--- src/rtl/pipe_pkg.sv ---
// Shared pipeline definitions: occupancy states and helpers for stage skid registers.
package pipe_pkg;

  localparam int unsigned SKID_STATE_W = 2;
  localparam int unsigned SKID_COUNT_W = 2;

  // Occupancy of a two-entry stage register; encoding equals beats held.
  typedef enum logic [SKID_STATE_W-1:0] {
    SKID_EMPTY = 2'd0,
    SKID_HALF  = 2'd1,
    SKID_FULL  = 2'd2
  } skid_state_e;

  // Number of beats held in a given state.
  function automatic logic [SKID_COUNT_W-1:0] skid_count(input skid_state_e s);
    logic [SKID_COUNT_W-1:0] c;
    case (s)
      SKID_HALF: c = SKID_COUNT_W'(1);
      SKID_FULL: c = SKID_COUNT_W'(2);
      default:   c = SKID_COUNT_W'(0);
    endcase
    return c;
  endfunction

  // Upstream may present a beat whenever the skid slot is free.
  function automatic logic skid_can_accept(input skid_state_e s);
    return (s != SKID_FULL);
  endfunction

  // Main register holds a beat in every state but EMPTY.
  function automatic logic skid_has_beat(input skid_state_e s);
    return (s != SKID_EMPTY);
  endfunction

endpackage : pipe_pkg

--- src/rtl/pipe_skid_reg.sv ---
// Two-entry pipeline stage register with skid buffer; all outputs come from flops.
module pipe_skid_reg
  import pipe_pkg::*;
#(
  parameter int unsigned       DATA_W     = 38,
  parameter logic [DATA_W-1:0] RESET_DATA = '0
) (
  input  logic                    clk,
  input  logic                    rst,
  input  logic                    in_valid,
  output logic                    in_ready,
  input  logic [DATA_W-1:0]       in_data,
  input  logic                    flush,
  output logic                    out_valid,
  input  logic                    out_ready,
  output logic [DATA_W-1:0]       out_data,
  output logic [SKID_COUNT_W-1:0] count
);

  skid_state_e             state_q;
  skid_state_e             state_d;
  logic [DATA_W-1:0]       main_q;
  logic [DATA_W-1:0]       skid_q;
  logic                    in_ready_q;
  logic                    out_valid_q;
  logic [SKID_COUNT_W-1:0] count_q;

  logic accept;
  logic drain;
  logic main_ld;
  logic main_from_skid;
  logic skid_ld;

  // Handshakes use only registered ready/valid, so in_ready never sees out_ready.
  assign accept = in_valid & in_ready_q;
  assign drain  = out_valid_q & out_ready;

  // Next-state and register-load decode; flush overrides every transfer.
  always_comb begin
    state_d        = state_q;
    main_ld        = 1'b0;
    main_from_skid = 1'b0;
    skid_ld        = 1'b0;
    case (state_q)
      SKID_EMPTY: begin
        if (accept) begin
          state_d = SKID_HALF;
          main_ld = 1'b1;
        end
      end
      SKID_HALF: begin
        case ({accept, drain})
          2'b10: begin
            state_d = SKID_FULL;
            skid_ld = 1'b1;
          end
          2'b01: begin
            state_d = SKID_EMPTY;
          end
          2'b11: begin
            state_d = SKID_HALF;
            main_ld = 1'b1;
          end
          default: begin
            state_d = SKID_HALF;
          end
        endcase
      end
      SKID_FULL: begin
        if (drain) begin
          state_d        = SKID_HALF;
          main_ld        = 1'b1;
          main_from_skid = 1'b1;
        end
      end
      default: begin
        state_d = SKID_EMPTY;
      end
    endcase
    if (flush) begin
      state_d        = SKID_EMPTY;
      main_ld        = 1'b0;
      main_from_skid = 1'b0;
      skid_ld        = 1'b0;
    end
  end

  // State and status flops; status is precomputed from next state.
  always_ff @(posedge clk) begin
    if (rst) begin
      state_q     <= SKID_EMPTY;
      in_ready_q  <= 1'b1;
      out_valid_q <= 1'b0;
      count_q     <= SKID_COUNT_W'(0);
    end else begin
      state_q     <= state_d;
      in_ready_q  <= skid_can_accept(state_d);
      out_valid_q <= skid_has_beat(state_d);
      count_q     <= skid_count(state_d);
    end
  end

  // Main payload register feeding out_data.
  always_ff @(posedge clk) begin
    if (rst) begin
      main_q <= RESET_DATA;
    end else if (main_ld) begin
      main_q <= main_from_skid ? skid_q : in_data;
    end
  end

  // Skid payload register; contents are don't-care until it is written.
  always_ff @(posedge clk) begin
    if (!rst && skid_ld) begin
      skid_q <= in_data;
    end
  end

  assign in_ready  = in_ready_q;
  assign out_valid = out_valid_q;
  assign out_data  = main_q;
  assign count     = count_q;

endmodule : pipe_skid_reg

--- config.mk ---
export PLATFORM = sky130hd
export DESIGN_NAME = pipe_skid_reg
export DESIGN_NICKNAME = d
export VERILOG_FILES = /design/src/rtl/pipe_pkg.sv /design/src/rtl/pipe_skid_reg.sv
export SDC_FILE = /design/constraint.sdc
export NUM_CORES = 1
export LEC_CHECK = 0
export CELL_PAD_IN_SITES_DETAIL_PLACEMENT = 1
export CELL_PAD_IN_SITES_GLOBAL_PLACEMENT = 1
export CORE_MARGIN = 2
export CORE_UTILIZATION = 35
export CTS_CLUSTER_SIZE = 30
export DETAILED_ROUTE_END_ITERATION = 8
export GPL_TIMING_DRIVEN = 0
export PLACE_DENSITY_LB_ADDON = 0.1
export SYNTH_ARGS = -nofsm -noshare
export SYNTH_HDL_FRONTEND = slang
export SYNTH_SLANG_ARGS = --single-unit
--- constraint.sdc ---
create_clock -name clk -period 4.72 [get_ports clk]
set_clock_uncertainty 0.1 [all_clocks]
set_input_delay 0.472 -clock clk [delete_from_list [all_inputs] [get_ports clk]]
set_output_delay 0.472 -clock clk [all_outputs]
set_load 0.05 [all_outputs]
==> summary.txt <==
Finish
  • Layout area overhead: 38.3%
  • Storage cell area: 0.00202 mm²
  • Most frequent cells in the layout: clkdlybuf4s50_1, dfxtp_1, nor2_1
  • Final #Nets: 384
  • Most common cell after layout, fill and taps aside: clkdlybuf4s50_1
  • Fill count: 949
  • Layout cells sized above 1: 16.8%
  • Multi-input gate area: 0.00117 mm²
  • Ant. Diodes: 0

Drt
  • Via density per instance: 4.97
  • DRT iter0 DRCs: 54
  • DR WL met2: 3.87 mm
  • Post-DR wirelength/cell: 16.7 µm
  • DRT met1 WL: 3.68 mm
  • Vias post-DR: 2360
  • Detail Route Antenna Nets: 0
  • DRC Markers: 0
  • DR top layer: met4
  • Routed length on met3: 322 µm
  • Final WL: 7.94 mm
  • Drt pass-1 iters: 4

Flow run
  • Max_cap viols: 0

Clock tree
  • Cts repair resizes: 0
  • Hold buffers post-CTS: 0
  • Number of setup buffers added after CTS: 0
  • Root buf cell: clkbuf_8
  • Num Clock Sinks: 82
  • Worst-path clk slew: 80 ps
  • Clk_lat worst skew: 350 ps
  • Inserted Clock Buffers: 9
  • Clock buffer depth: 2
  • CTS tree: built
  • H-tree Lvls: 3

Global routing
  • GRT overflow: 0
  • Number of global-route vias before repair: 2547
  • First-pass GRT wire length: 13.0 mm
  • Global Route Usage Sum: 16.6%
  • Initial antenna violation count: 0
  • Largest net degree at the start of global routing: 15

Min path
  • Worst hold path type: reg2reg

Die
  • Core Area: 0.00924 mm²
  • Boundary Pins: 85
  • Die Y: 102 µm
  • Std cell rows: 35
  • Horiz. Die Dim: 102 µm
  • Initial Util: 36.0%
  • DIE AREA: 0.0103 mm²

Timing
  • Worst Tran Pin Value: 723 ps
  • Hold WS: 435 ps
  • Final min period: 2280 ps
  • Final hold vios: 0
  • Finish-stage setup viols: 0
  • RSZ-0062 raised after global routing: no
  • Slew headroom: 51.5%
  • Period utilization: 48.4%
  • Fmax: 438 MHz
  • Setup TNS: 0 ps
  • Slew Limit Fails: 0

Power and ir drop
  • Sequential Power Share: 47.9%
  • Clock share of power: 35.1%
  • Net Sw Frac: 27.3%
  • Pwr/cell area: 357 mW/mm²
  • Pint: 1200 µW
  • Combinational Power Share: 17.0%
  • Total power: 1640 µW
  • Switching power: 448 µW
  • LEAKAGE: 0.00147 µW
  • Worst VDD drop: 139 µV

Outcome
  • Outcome: completed

Synth
  • Register bit total from synthesis: 82
  • Synth Net Count: 287
  • Post-synthesis area per instance: 13.6 µm²
  • Top FF cell, synth: dfxtp_1
  • Post-synth EDFFs: 38
  • Post-Synthesis Cells: 244
  • Sequential share of the synthesized area: 60.7%
  • Synth cell types: 25
  • Synth Cell Area: 0.00333 mm²
  • Async set-reset flop share out of synthesis: 0%
  • Yosys warns: 0

Place
  • Gp weighted congestion: 0.823
  • Hpwl dp: 5.57 mm
  • PortBufs: 83

Worst setup path
  • Crit path DAT: 2240 ps
  • CP Class: in2reg
  • Crit path launch type: input port
  • Critical path peak fanout: 12
  • WP data required: 4680 ps
  • Type of destination of the critical path: flip-flop
[path summary, 6_finish.rpt]
path	start	endpoint	slack, ps	cells after the start
worst min register to register	out_data[18]	out_data[18]	440	2
worst max register to register	state_q[1]	skid_q[37]	2590	4
worst max-delay path	in_valid	skid_q[37]	2440	5
worst min-delay path	out_data[18]	out_data[18]	440	2
[critical path: stages]
cell and delay (ps):
clkdlybuf4s50_1 520, nand3b_1 180, nor4_4 660, buf_8 250, buf_8 160
[stage by stage]
stage	setup slack (ps)	util [%]	std cells	area (µm²)
2_1_floorplan	1090	-	244	3340
3_3_place_gp	-604	46.8	456	4330
3_5_place_dp	2020	47.4	459	4380
4_1_cts	2420	49.8	475	4610
5_1_grt	2300	49.8	475	4610
6_report	2440	49.8	475	4610
[flip-flops by register name (all words and copies together), names as in the netlist]
name	flops
count	2
out_valid	1
out_data	38
state_q	2
in_ready	1
skid_q	38
[Yosys cell counts, types with 2 or more instances]
cell type | count | area, µm²
buf_12 | 2 | 40.0
buf_4 | 5 | 37.5
nor2_1 | 41 | 154
clkbuf_1 | 8 | 30.0
buf_2 | 4 | 20.0
dfxtp_1 | 44 | 881
a21oi_1 | 3 | 15.0
nand3_1 | 2 | 10.0
nand3b_1 | 2 | 15.0
edfxtp_1 | 38 | 1140
mux2i_1 | 38 | 380
o21a_1 | 3 | 22.5
buf_6 | 2 | 22.5
a221oi_2 | 20 | 300
nor4_1 | 3 | 18.8
nand2_1 | 3 | 11.3
a221oi_1 | 18 | 158
[final cells by class]
| type | instances | share of cell area, % |
|---|---|---|
| flip-flops and latches | 82 | 43.9 |
| multi-input cells | 141 | 25.5 |
| repair buffers | 86 | 18.9 |
| well taps | 129 | 3.50 |
| plain buffers | 21 | 3.26 |
| clock buffers | 10 | 2.99 |
| clock inverters | 6 | 1.96 |
[kinds of logic after synthesis]
kind of cell / Yosys count / share of synthesized area (%)
AND/OR/NAND/NOR: 57 / 7.78
buffers and inverters: 21 / 4.51
AO/OA/AOI/OAI: 46 / 15.6
multiplexers: 38 / 11.4
flip-flops: 82 / 60.7
[power groups by stage]
stage	clock network [µW]	logic, µW	registers [µW]
5_1_grt	627	297	792
6_report	577	279	788
3_5_place_dp	0	282	805
4_1_cts	597	282	789
3_3_place_gp	0	277	804
2_1_floorplan	0	78.5	893
[metal layers]
layer / global-route usage, % / vias to the layer above
li1: - / 1147
met1: 21.4 / 1151
met2: 26.7 / 55
met3: 3.86 / 7
met4: 7.48 / 0
met5: 0 / -
(Power assumes the default switching activity.)
